<file path="config.mk">
export PLATFORM = sky130hd
export DESIGN_NAME = ocr_frame_controller
export DESIGN_NICKNAME = d
export VERILOG_FILES = /design/src/rtl/ocr_pkg.sv /design/src/rtl/seg7_scan.sv /design/src/rtl/ocr_frame_controller.sv
export SDC_FILE = /design/constraint.sdc
export NUM_CORES = 1
export LEC_CHECK = 0
export CAP_MARGIN = 20
export CORE_MARGIN = 2
export CORE_UTILIZATION = 30
export CTS_CLUSTER_SIZE = 30
export DETAILED_ROUTE_END_ITERATION = 8
export GPL_TIMING_DRIVEN = 1
export HOLD_SLACK_MARGIN = 0.03
export SLEW_MARGIN = 0
export SYNTH_ARGS = -nofsm -noshare
export SYNTH_HDL_FRONTEND = slang
export SYNTH_SLANG_ARGS = --single-unit
</file>
<file path="constraint.sdc">
create_clock -name clk -period 2.68 [get_ports clk]
set_input_delay 0.402 -clock clk [delete_from_list [all_inputs] [get_ports clk]]
set_output_delay 0.402 -clock clk [all_outputs]
set_load 0.01 [all_outputs]
</file>
<file path="src/rtl/ocr_pkg.sv">
// Shared types, status/command codes and the 7-segment glyph decoder
// for the OCR frame controller.
package ocr_pkg;

    typedef enum logic [2:0] {
        IDLE,
        RECV,
        INFER,
        RESULT,
        ERROR
    } state_t;

    localparam logic [3:0] ST_IDLE    = 4'd0;
    localparam logic [3:0] ST_RECV    = 4'd1;
    localparam logic [3:0] ST_INFER   = 4'd2;
    localparam logic [3:0] ST_RESULT  = 4'd3;
    localparam logic [3:0] ST_ERR_OP  = 4'd4;
    localparam logic [3:0] ST_ERR_TO  = 4'd5;
    localparam logic [3:0] ST_ERR_CLS = 4'd6;

    localparam logic [7:0] CMD_IMG   = 8'h01;
    localparam logic [7:0] CMD_CLEAR = 8'h02;

    localparam logic [6:0] SEG_BLANK = 7'h7F;

    // Active-low segments, bit order gfedcba; anything outside 0-9 is blank.
    function automatic logic [6:0] seg7_decode(input logic [3:0] val);
        case (val)
            4'd0:    return 7'h40;
            4'd1:    return 7'h79;
            4'd2:    return 7'h24;
            4'd3:    return 7'h30;
            4'd4:    return 7'h19;
            4'd5:    return 7'h12;
            4'd6:    return 7'h02;
            4'd7:    return 7'h78;
            4'd8:    return 7'h00;
            4'd9:    return 7'h10;
            default: return SEG_BLANK;
        endcase
    endfunction

endpackage

</file>
<file path="src/rtl/seg7_scan.sv">
// Multiplexed 7-segment scanner: one digit lit at a time, advancing every
// SCAN_DIV cycles; segment and anode registers always update together.
module seg7_scan
    import ocr_pkg::*;
#(
    parameter int DIGITS   = 2,
    parameter int SCAN_DIV = 50000
) (
    input  logic                   clk,
    input  logic                   rst,
    input  logic [DIGITS-1:0][6:0] i_digit_seg,
    output logic [6:0]             o_seg,
    output logic [DIGITS-1:0]      o_an
);

    localparam int CNT_W = (SCAN_DIV > 1) ? $clog2(SCAN_DIV) : 1;
    localparam int IDX_W = (DIGITS > 1) ? $clog2(DIGITS) : 1;

    logic [CNT_W-1:0]  r_scan_cnt;
    logic [IDX_W-1:0]  r_digit_idx;
    logic [6:0]        r_seg;
    logic [DIGITS-1:0] r_an;

    // NOTE: sequential state uses non-blocking assignments so every register
    // samples pre-edge values, independent of statement order.
    always_ff @(posedge clk) begin
        if (rst) begin
            r_scan_cnt  <= '0;
            r_digit_idx <= '0;
            r_seg       <= SEG_BLANK;
            r_an        <= ~DIGITS'(1);
        end else begin
            if (r_scan_cnt == CNT_W'(SCAN_DIV - 1)) begin
                r_scan_cnt  <= '0;
                r_digit_idx <= (r_digit_idx == IDX_W'(DIGITS - 1)) ? '0
                                                                   : r_digit_idx + IDX_W'(1);
            end else begin
                r_scan_cnt <= r_scan_cnt + CNT_W'(1);
            end
            r_seg <= i_digit_seg[r_digit_idx];
            r_an  <= ~(DIGITS'(1) << r_digit_idx);
        end
    end

    assign o_seg = r_seg;
    assign o_an  = r_an;

endmodule

</file>
<file path="src/rtl/ocr_frame_controller.sv">
// Frame/command sequencer for the BNN OCR datapath: parses SPI opcodes,
// streams one image into the buffer, runs inference and reports the result.
module ocr_frame_controller
    import ocr_pkg::*;
#(
    parameter  int IMG_BITS       = 900,
    parameter  int RESULT_W       = 4,
    parameter  int NUM_CLASSES    = 10,
    parameter  int DIGITS         = 2,
    parameter  int SCAN_DIV       = 50000,
    parameter  int HB_DIV         = 25000000,
    parameter  int TIMEOUT_CYCLES = 1000000,
    localparam int NUM_BYTES      = (IMG_BITS + 7) / 8,
    localparam int ADDR_W         = $clog2(NUM_BYTES)
) (
    input  logic                clk,
    input  logic                rst,
    input  logic [7:0]          rx_byte,
    input  logic                rx_valid,
    output logic                rx_enable,
    output logic                rx_taken,
    output logic                buf_wr_en,
    output logic [ADDR_W-1:0]   buf_wr_addr,
    output logic [7:0]          buf_wr_data,
    output logic                buf_clear,
    output logic                bnn_start,
    input  logic                bnn_done,
    input  logic [RESULT_W-1:0] bnn_result,
    output logic                result_valid,
    output logic [3:0]          status_code,
    output logic [6:0]          seg,
    output logic [DIGITS-1:0]   an,
    output logic                heartbeat
);

    localparam int               PAD_BITS  = 8 * NUM_BYTES - IMG_BITS;
    localparam logic [7:0]       LAST_MASK = 8'(8'hFF << PAD_BITS);
    localparam logic [ADDR_W-1:0] LAST_ADDR = ADDR_W'(NUM_BYTES - 1);
    localparam int               TO_W      = $clog2(TIMEOUT_CYCLES + 1);
    localparam int               HB_W      = (HB_DIV > 1) ? $clog2(HB_DIV) : 1;

    state_t                r_state;
    logic [3:0]            r_status;
    logic                  r_rx_taken;
    logic                  r_buf_wr_en;
    logic [ADDR_W-1:0]     r_buf_wr_addr;
    logic [7:0]            r_buf_wr_data;
    logic                  r_buf_clear;
    logic                  r_bnn_start;
    logic [RESULT_W-1:0]   r_result;
    logic                  r_result_valid;
    logic                  r_heartbeat;
    logic [ADDR_W-1:0]     r_addr;
    logic                  r_last_written;
    logic [TO_W-1:0]       r_to_cnt;
    logic [HB_W-1:0]       r_hb_cnt;

    logic                  w_accept;
    logic                  w_timeout;
    logic [DIGITS-1:0][6:0] w_digit_seg;

    // A byte cannot be accepted in its own rx_taken cycle: the producer has
    // not yet had a chance to drop rx_valid.
    assign rx_enable = (r_state != INFER);
    assign w_accept  = rx_valid & rx_enable & ~r_rx_taken;
    assign w_timeout = (r_to_cnt == TO_W'(TIMEOUT_CYCLES - 1));

    always_ff @(posedge clk) begin
        if (rst) begin
            r_state        <= IDLE;
            r_status       <= ST_IDLE;
            r_rx_taken     <= 1'b0;
            r_buf_wr_en    <= 1'b0;
            r_buf_wr_addr  <= '0;
            r_buf_wr_data  <= '0;
            r_buf_clear    <= 1'b0;
            r_bnn_start    <= 1'b0;
            r_result       <= '0;
            r_result_valid <= 1'b0;
            r_heartbeat    <= 1'b0;
            r_addr         <= '0;
            r_last_written <= 1'b0;
            r_to_cnt       <= '0;
            r_hb_cnt       <= '0;
        end else begin
            r_rx_taken  <= w_accept;
            r_buf_wr_en <= 1'b0;
            r_buf_clear <= 1'b0;
            r_bnn_start <= 1'b0;

            if (r_hb_cnt == HB_W'(HB_DIV - 1)) begin
                r_hb_cnt    <= '0;
                r_heartbeat <= ~r_heartbeat;
            end else begin
                r_hb_cnt <= r_hb_cnt + HB_W'(1);
            end

            case (r_state)
                IDLE, RESULT, ERROR: begin
                    r_to_cnt <= '0;
                    if (w_accept) begin
                        if (rx_byte == CMD_IMG) begin
                            r_buf_clear    <= 1'b1;
                            r_result_valid <= 1'b0;
                            r_addr         <= '0;
                            r_last_written <= 1'b0;
                            r_state        <= RECV;
                            r_status       <= ST_RECV;
                        end else if (rx_byte == CMD_CLEAR) begin
                            r_buf_clear    <= 1'b1;
                            r_result_valid <= 1'b0;
                            r_state        <= IDLE;
                            r_status       <= ST_IDLE;
                        end else if (r_state != ERROR) begin
                            r_state  <= ERROR;
                            r_status <= ST_ERR_OP;
                        end
                    end
                end

                RECV: begin
                    if (r_last_written) begin
                        r_last_written <= 1'b0;
                        r_bnn_start    <= 1'b1;
                        r_to_cnt       <= '0;
                        r_state        <= INFER;
                        r_status       <= ST_INFER;
                    end else if (w_accept) begin
                        r_to_cnt      <= '0;
                        r_buf_wr_en   <= 1'b1;
                        r_buf_wr_addr <= r_addr;
                        r_addr        <= r_addr + ADDR_W'(1);
                        if (r_addr == LAST_ADDR) begin
                            r_buf_wr_data  <= rx_byte & LAST_MASK;
                            r_last_written <= 1'b1;
                        end else begin
                            r_buf_wr_data <= rx_byte;
                        end
                    end else if (w_timeout) begin
                        r_buf_clear <= 1'b1;
                        r_state     <= ERROR;
                        r_status    <= ST_ERR_TO;
                    end else begin
                        r_to_cnt <= r_to_cnt + TO_W'(1);
                    end
                end

                INFER: begin
                    // A completion landing on the expiry cycle still counts.
                    if (bnn_done) begin
                        r_result <= bnn_result;
                        if (32'(bnn_result) >= NUM_CLASSES) begin
                            r_state  <= ERROR;
                            r_status <= ST_ERR_CLS;
                        end else begin
                            r_result_valid <= 1'b1;
                            r_state        <= RESULT;
                            r_status       <= ST_RESULT;
                        end
                    end else if (w_timeout) begin
                        r_buf_clear <= 1'b1;
                        r_state     <= ERROR;
                        r_status    <= ST_ERR_TO;
                    end else begin
                        r_to_cnt <= r_to_cnt + TO_W'(1);
                    end
                end

                default: begin
                    r_state  <= IDLE;
                    r_status <= ST_IDLE;
                end
            endcase
        end
    end

    // NOTE: every combinational output gets a default first so no latch is inferred.
    always_comb begin
        for (int d = 0; d < DIGITS; d++) begin
            w_digit_seg[d] = SEG_BLANK;
        end
        w_digit_seg[0] = r_result_valid ? seg7_decode(4'(r_result)) : SEG_BLANK;
        w_digit_seg[1] = seg7_decode(r_status);
    end

    seg7_scan #(
        .DIGITS   (DIGITS),
        .SCAN_DIV (SCAN_DIV)
    ) u_seg7_scan (
        .clk         (clk),
        .rst         (rst),
        .i_digit_seg (w_digit_seg),
        .o_seg       (seg),
        .o_an        (an)
    );

    assign rx_taken     = r_rx_taken;
    assign buf_wr_en    = r_buf_wr_en;
    assign buf_wr_addr  = r_buf_wr_addr;
    assign buf_wr_data  = r_buf_wr_data;
    assign buf_clear    = r_buf_clear;
    assign bnn_start    = r_bnn_start;
    assign result_valid = r_result_valid;
    assign status_code  = r_status;
    assign heartbeat    = r_heartbeat;

endmodule

</file>
==> metrics.txt, run 1 <==
detailed-route vias per instance=around 4.7; initial antenna violation count=0; most used flip-flop cell after synthesis=sky130_fd_sc_hd__dfxtp_1; cell family with most CP delay=compound AO/OA/AOI/OAI gates; number of register bits inferred by synthesis=about 130; clock slew at reported path FFs=around 0.05 ns; total CTS buffers=17; global-route congestion overflow total=0; pin slew with the least headroom to its limit=just under 0.5 ns; Max IR drop VDD=roughly 0.33 mV; Max-Slew Margin vs Limit=between 60% and 70%; count of standard-cell rows=51; Residual DRC=0; largest driver fanout on the critical path=7; fin crit share=a little over nine tenths; Area growth syn-to-layout=41.18%; Crit path largest cell delay=between 0.5 and 0.6 ns; Pwr Total=~4.5 mW; number of clock sinks seen by CTS=approximately 130; overall die height=approximately 140 µm; met2 Resource Use GR=23.41%; syn_area_per_cell=roughly 8.4 µm²; Layout Nets=about 880; cell chosen for the clock root=sky130_fd_sc_hd__clkbuf_16; time the final worst path needs with I/O delays and setup=approximately 2.6 ns; unrepaired setup endpoints after global routing=yes; crit path launch type=flip-flop; number of max-slew violations in the final report=0; cell-by-cell listing of the critical path=or4b_4 -> a221oi_4 -> o21a_1 -> a221o_1 -> and2_4 -> buf_4 -> ha_1 -> nor2_1 -> o211a_1 -> a2111oi_4; cell with the largest stage delay on the worst path=sky130_fd_sc_hd__or4b_4; area of the mapped netlist=between 5000 and 6000 µm²; result of the run=finished clean; utilization after layout=a little over two fifths; placed cells=around 1100; largest net degree at the start of global routing=25; CTS tree=yes; leading cell types in the layout, fill and taps excluded=121 x sky130_fd_sc_hd__dfxtp_1, 105 x sky130_fd_sc_hd__nor2_1, 105 x sky130_fd_sc_hd__buf_4; floorplan die area=around 21000 µm²; first drt pass iteration count=6; total number of yosys warnings=0; max frequency=380.2 MHz; commonest non-fill, non-tap cell in the layout=sky130_fd_sc_hd__dfxtp_1; maximum count of clock buffers along a single path=2; DPL Wire Length=10560 µm; floorplan core area=19330 µm²; Critical Path AT=around 2.9 ns; number of endpoints with negative hold slack in the final report=0; Max Cap Violations=0; final setup fails=0; worst setup slack before clock tree synthesis=-0.7038 ns; I/O pin count=51; final WL=14540 µm; kind of critical path=flip-flop to flip-flop; Die X-Extent=~140 µm; path type of the worst min-delay path=primary input to flip-flop; post-synthesis cell type count=67; worst hold slack across all endpoints=around 0.35 ns; skew final=around 0.0072 ns; post-synthesis net count=730; number of port buffers=50; required time at the endpoint of the critical path=2.99 ns; CTS H-tree lvls=4; insertion delay of the later-clocked pin in the worst-skew pair=between 0.4 and 0.5 ns; worst path setup slack after routing=0.05002 ns; number of standard cells in the final layout excluding fillers=~1100; leakage power total=between 3 and 4 nW; total track usage=about 15%; most congested layer reported by global routing=met2; fraction of layout instances using a drive strength above 1=between 20 and 25%; diode count=0; CP bufs+invs=1; number of global-route vias before repair=about 5000; part of the Yosys area used for sequential elements=42.70%; Routed Antenna Nets=0; placer's final routability congestion estimate=0.8478; global-route wire length before repair=24060 µm; starting utilization of the core area=between 30 and 40%; WL/cell=12.95 µm; Mapped Cells=699; routing usage on met3=3.266%; capturing element type of the critical path=flip-flop; share of flip-flops with an asynchronous set or reset=0%; count of routing violations after the opening detailed-route iteration=284; count of flip-flops with a built-in enable after synthesis=0; met1 Track Usage GR=between 15 and 20%; Pwr per Cell Area=between 500 and 600 nW/µm²; Vias=between 5000 and 6000
## worst reg2reg max path, delay by kind of cell (launching register included)
family / cells / cell delay (ns)
and+or+nand+nor: 3 / 0.74
AOI/OAI and AO/OA: 5 / 1.18
buffers and inverters: 1 / 0.12
adders and majority gates: 1 / 0.15
DFF: 1 / 0.37
## state kept, by name, summed over array words and instances (netlist names), 7 cells and up, named ones only
| signal | cells |
|---|---|
| w_digit_seg | 7 |
| buf_wr_addr | 7 |
| u_seg7_scan.o_seg | 7 |
| buf_wr_data | 8 |
| u_seg7_scan.r_scan_cnt | 16 |
| r_to_cnt | 20 |
| r_addr | 7 |
| r_hb_cnt | 25 |
## path summary, 6_finish.rpt
check,startpoint,end,slack (ns),depth (start not counted)
setup / recovery,r_state[2]$_SDFFE_PP0N_,w_digit_seg[12]$_DFF_P_,0.05,10
hold / removal,rst,r_hb_cnt[4]$_SDFF_PP0_,0.35,2
setup reg to reg,r_state[2]$_SDFFE_PP0N_,w_digit_seg[12]$_DFF_P_,0.05,10
hold reg to reg,flip-flop,u_seg7_scan.o_seg[3]$_SDFF_PP1_,0.44,2
## where the power goes
group          internal (mW)  switching [mW]  leakage (nW)  total, mW
logic                  0.118           0.126          1.85      0.244
registers               1.88          0.0148          1.01       1.89
clock network           1.51           0.834         0.296       2.35
total                   3.51           0.975          3.16       4.48
## cells in the mapped netlist, types with 7 or more instances
cell type | count | area share (%)
sky130_fd_sc_hd__nor3_1 | 16 | 1.4
sky130_fd_sc_hd__ha_1 | 15 | 3.2
sky130_fd_sc_hd__a21oi_1 | 34 | 2.9
sky130_fd_sc_hd__nor2_1 | 106 | 6.8
sky130_fd_sc_hd__o21ai_0 | 18 | 1.5
sky130_fd_sc_hd__nor2b_1 | 7 | 0.75
sky130_fd_sc_hd__and3_1 | 13 | 1.4
sky130_fd_sc_hd__nand2_1 | 91 | 5.8
sky130_fd_sc_hd__o22ai_1 | 10 | 1.1
sky130_fd_sc_hd__dfxtp_1 | 125 | 43
sky130_fd_sc_hd__xor2_1 | 27 | 4.0
sky130_fd_sc_hd__xnor2_1 | 27 | 4.0
sky130_fd_sc_hd__inv_1 | 18 | 1.2
sky130_fd_sc_hd__nor4_1 | 12 | 1.3
sky130_fd_sc_hd__nand4_1 | 12 | 1.3
sky130_fd_sc_hd__a22oi_1 | 8 | 1.0
sky130_fd_sc_hd__nand3_1 | 20 | 1.7
sky130_fd_sc_hd__clkbuf_1 | 20 | 1.3
## metrics by stage
step                area, µm²  setup TNS, ns
detailed placement       7343         -4.649
global route             8274       -0.06926
finish                   8274              0
CTS                      8110              0
global placement         7343         -3.658
floorplan                5879       -0.03220
## kinds of logic (layout without fill, tap and decap cells)
logic type | count (synthesis) | in the layout | synth area share [%]
simple gates | 329 | 329 | 27.60
flops | 125 | 125 | 42.70
compound gates | 120 | 120 | 13.90
xor+xnor | 54 | 54 | 8.070
buf+inv | 51 | 210 | 3.672
fa+ha+maj | 15 | 15 | 3.202
mux | 5 | 5 | 0.8540
## repair_timing
| action | in CTS | in global routing |
|---|---|---|
| buffers inserted | 3 | 4 |
| hold buffers | 0 | 0 |
| pin swaps | 14 | 21 |
| endpoints found under the setup margin | 7 | 6 |
| gates resized for setup | 26 | 34 |
## final cells by class
type,instances,area (µm²)
Multi-Input combinational cell,523,3400
Clock buffer,19,452.9
Sequential cell,125,2512
Inverter,20,75.07
Tap cell,265,331.6
Fill cell,1908,11060
Clock inverter,13,162.7
Timing Repair Buffer,158,1340
## metal layers
| layer | wire [µm] | part of all wire [%] | vias to the layer above |
|---|---|---|---|
| met3 | 415 | 2.9 | 15 |
| met4 | 189 | 1.3 | 0 |
| met1 | 7195 | 49 | 2438 |
| met2 | 6744 | 46 | 73 |
| li1 | - | - | 2747 |
| met5 | 0 | 0 | - |
Note: power is estimated with default switching activity, not from simulation.
==> run 2, diff against run 1 <==
==> constraint.sdc (replaced) <==
create_clock -name clk -period 3 [get_ports clk]
set_input_delay 0.45 -clock clk [delete_from_list [all_inputs] [get_ports clk]]
set_output_delay 0.45 -clock clk [all_outputs]
set_load 0.01 [all_outputs]
==> run 2 against run 1 <==
  * Utilization down 3.5 points
  * Sequential power down 11%
  * Power down 13%
  * Count of clock-buffer cells in the layout up 3
  * Largest cell class unchanged
  * Largest power group unchanged
  * Highest routed layer unchanged
==> metrics.txt, run 2 (same netlist as run 1, synthesis figures left out) <==
final setup fails=0 (unchanged); required time at the endpoint of the critical path=3.29 ns (+0.30 ns); crit path launch type=primary input; clock slew at reported path FFs=0.05 ns (about the same); number of endpoints with negative hold slack in the final report=0 (unchanged); max frequency=between 300 and 400 MHz; launch point of the critical path=rx_byte[1]; cell family with most CP delay=simple AND/OR/NAND/NOR gates; maximum count of clock buffers along a single path=2 (unchanged); Residual DRC=0 (unchanged); starting utilization of the core area=30.31% (unchanged); cell chosen for the clock root=sky130_fd_sc_hd__clkbuf_16; launch instance of the worst min-delay path=rst; pin slew with the least headroom to its limit=0.7452 ns (+0.2603 ns); flip-flop count of the largest register, all copies and words added=25 (unchanged); commonest non-fill, non-tap cell in the layout=sky130_fd_sc_hd__dfxtp_1; largest registers ranked by flip-flop count=r_hb_cnt (25), r_to_cnt (20), u_seg7_scan.r_scan_cnt (16); total CTS buffers=17 (unchanged); placed cells=1038 (-4.2%); cell-by-cell listing of the critical path=clkdlybuf4s50_1 -> or4b_4 -> a211oi_2 -> buf_4 -> a31oi_1 -> a211o_1 -> and3_4 -> or2_2 -> ha_1 -> nor3_2 -> a211oi_2; leakage power total=2.789 nW (-12%); skew final=0.006913 ns (-0.0003299 ns); number of max-slew violations in the final report=0 (unchanged); worst reg2reg setup slack=0.18 ns (+0.13 ns); I/O pin count=51 (unchanged); first drt pass iteration count=5 (-1); CTS H-tree lvls=4 (unchanged); Max Cap Violations=0 (unchanged); number of standard cells in the final layout excluding fillers=1068 (-4.9%); WL/cell=12.88 µm (-0.57%); Max IR drop VDD=0.3414 mV (+5.0%); setup repair bufs after CTS=0 (-3); Vias=5056 (-4.1%); floorplan die area=20670 µm² (unchanged); floorplan core area=19330 µm² (unchanged); Critical Path Most Common Cell=sky130_fd_sc_hd__a211oi_2; number of global-route vias before repair=4752 (-5.1%); largest net degree at the start of global routing=28 (+12%); Area growth syn-to-layout=29.70%; count of standard-cell rows=51 (unchanged); Biggest register=r_hb_cnt; Pwr Total=3.906 mW (-13%); detailed-route vias per instance=4.734 (+0.82%); result of the run=finished clean; Crit path largest cell delay=0.55 ns (+0.02 ns); Layout Nets=823 (-6.1%); diode count=0 (unchanged); total track usage=13.91% (-0.67 points); CP bufs+invs=2 (+1); fraction of layout instances using a drive strength above 1=13.95% (-8.5 points); Reg2Reg Capture Point=w_digit_seg[10]$_DFF_P_; time the final worst path needs with I/O delays and setup=2.928 ns; Die X-Extent=143.8 µm (unchanged); kind of critical path=primary input to flip-flop; Critical Path AT=3.21 ns (+0.27 ns); leading cell types in the layout, fill and taps excluded=125 x sky130_fd_sc_hd__dfxtp_1, 105 x sky130_fd_sc_hd__nor2_1, 91 x sky130_fd_sc_hd__nand2_1; placer's final routability congestion estimate=0.8831 (+4.2%); Routed Antenna Nets=0 (unchanged); initial antenna violation count=0 (unchanged); capturing element type of the critical path=flip-flop; depth of the worst register-to-register path=10 (unchanged); number of clock sinks seen by CTS=125 (unchanged); DPL Wire Length=9964 µm (-5.7%); global-route congestion overflow total=0 (unchanged); count of routing violations after the opening detailed-route iteration=270 (-4.9%); fin crit share=between 90% and 100%; critical path depth=11 (+1); number of port buffers=50 (unchanged); Max-Slew Margin vs Limit=49.98% (-17 points); CTS tree=yes; Pwr per Cell Area=513.9 nW/µm² (-5.1%); launch point of the worst reg-to-reg path=r_last_written$_SDFFE_PP0P_; insertion delay of the later-clocked pin in the worst-skew pair=0.41 ns (about the same); largest driver fanout on the critical path=3 (-4); overall die height=143.8 µm (unchanged); cell with the largest stage delay on the worst path=sky130_fd_sc_hd__or4b_4; CP endpoint=w_digit_seg[10]$_DFF_P_; path type of the worst min-delay path=primary input to flip-flop; global-route wire length before repair=23060 µm (-4.2%); final WL=13750 µm (-5.4%)
-- run 2: cell count changes in the layout (fill, tap and decap cells not counted), sizes merged --
cell           delta
buf              -53
dlygate4sd2       -3
dlymetal6s2s      -7
inv               -2
clkbuf            +3
clkinvlp          -3
clkdlybuf4s50    +10
-- run 2: routing by layer --
layer | GRT usage (%) | part of all wire (%) | wire length, µm
met5 | 0 | 0 | 0
met4 | 5.986 | 2.2 | 296
met2 | 21.58 | 45 | 6165
met3 | 3.299 | 4.0 | 553
met1 | 18.43 | 49 | 6739
-- run 2: what timing repair did --
| action | in CTS | in global routing |
|---|---|---|
| cloned | 0 | 0 |
| hold buffers | 0 | 0 |
| endpoints found under the setup margin | 1 | 3 |
| resized for setup | 2 | 9 |
| pin swaps | 0 | 1 |
-- run 2: report_power, final --
| part | switching (mW) | internal [mW] | total (mW) |
|---|---|---|---|
| clock network | 0.684 | 1.35 | 2.04 |
| logic | 0.0972 | 0.0822 | 0.179 |
| registers | 0.0111 | 1.68 | 1.69 |
| total | 0.792 | 3.11 | 3.91 |
-- run 2: how the worst min path moves through the flow --
stage	to	depth (start not counted)	slack [ns]
after global routing	status_code[0]$_SDFFE_PP0N_	2	0.45
final	r_result[1]$_SDFFE_PP0P_	2	0.44
after CTS	status_code[0]$_SDFFE_PP0N_	2	0.42
after global placement	u_seg7_scan.r_scan_cnt[0]$_SDFF_PP0_	1	0.43
after detailed placement	u_seg7_scan.r_scan_cnt[0]$_SDFF_PP0_	1	0.44
after floorplan	u_seg7_scan.r_scan_cnt[0]$_SDFF_PP0_	1	0.42
-- run 2: worst reg2reg max path: cells and delay by family, from the launching register on --
family,cells,cell delay (ns)
DFF,1,0.36
adders and majority gates,1,0.32
AOI/OAI and AO/OA,3,0.62
buffers and inverters,1,0.11
and+or+nand+nor,5,1.29
-- run 2: cell type report --
class,count,area [µm²]
fill,1923,11730
multi-input combinational,523,3194
sequential,125,2502
timing repair buffer,105,908.4
clock buffer,22,474.2
tap,265,331.6
clock inverter,8,115.1
inverter,20,75.07
-- run 2: through the flow --
stage | hold slack [ns] | setup TNS [ns] | worst slack [ns] | util [%] | cell area, µm²
final | 0.4418 | 0 | 0.07177 | 39.31 | 7601
after global routing | 0.4477 | -0.0008389 | -0.0008389 | 39.31 | 7601
after CTS | 0.4188 | 0 | 0.02055 | 39.13 | 7565
after detailed placement | 0.4441 | -2.156 | -0.4338 | 36.03 | 6967
after global placement | 0.4349 | -1.905 | -0.3543 | 36.03 | 6967
after floorplan | 0.4179 | 0 | 0.1779 | - | 5861
==> run 3, diff against run 2 <==
--- a/config.mk
+++ b/config.mk
@@ -12,7 +12,6 @@
 export DETAILED_ROUTE_END_ITERATION = 8
 export GPL_TIMING_DRIVEN = 1
 export HOLD_SLACK_MARGIN = 0.03
-export SLEW_MARGIN = 0
 export SYNTH_ARGS = -nofsm -noshare
 export SYNTH_HDL_FRONTEND = slang
 export SYNTH_SLANG_ARGS = --single-unit
==> results of run 3 <==
Final layout, timing and power as in run 2 (identical DEF).
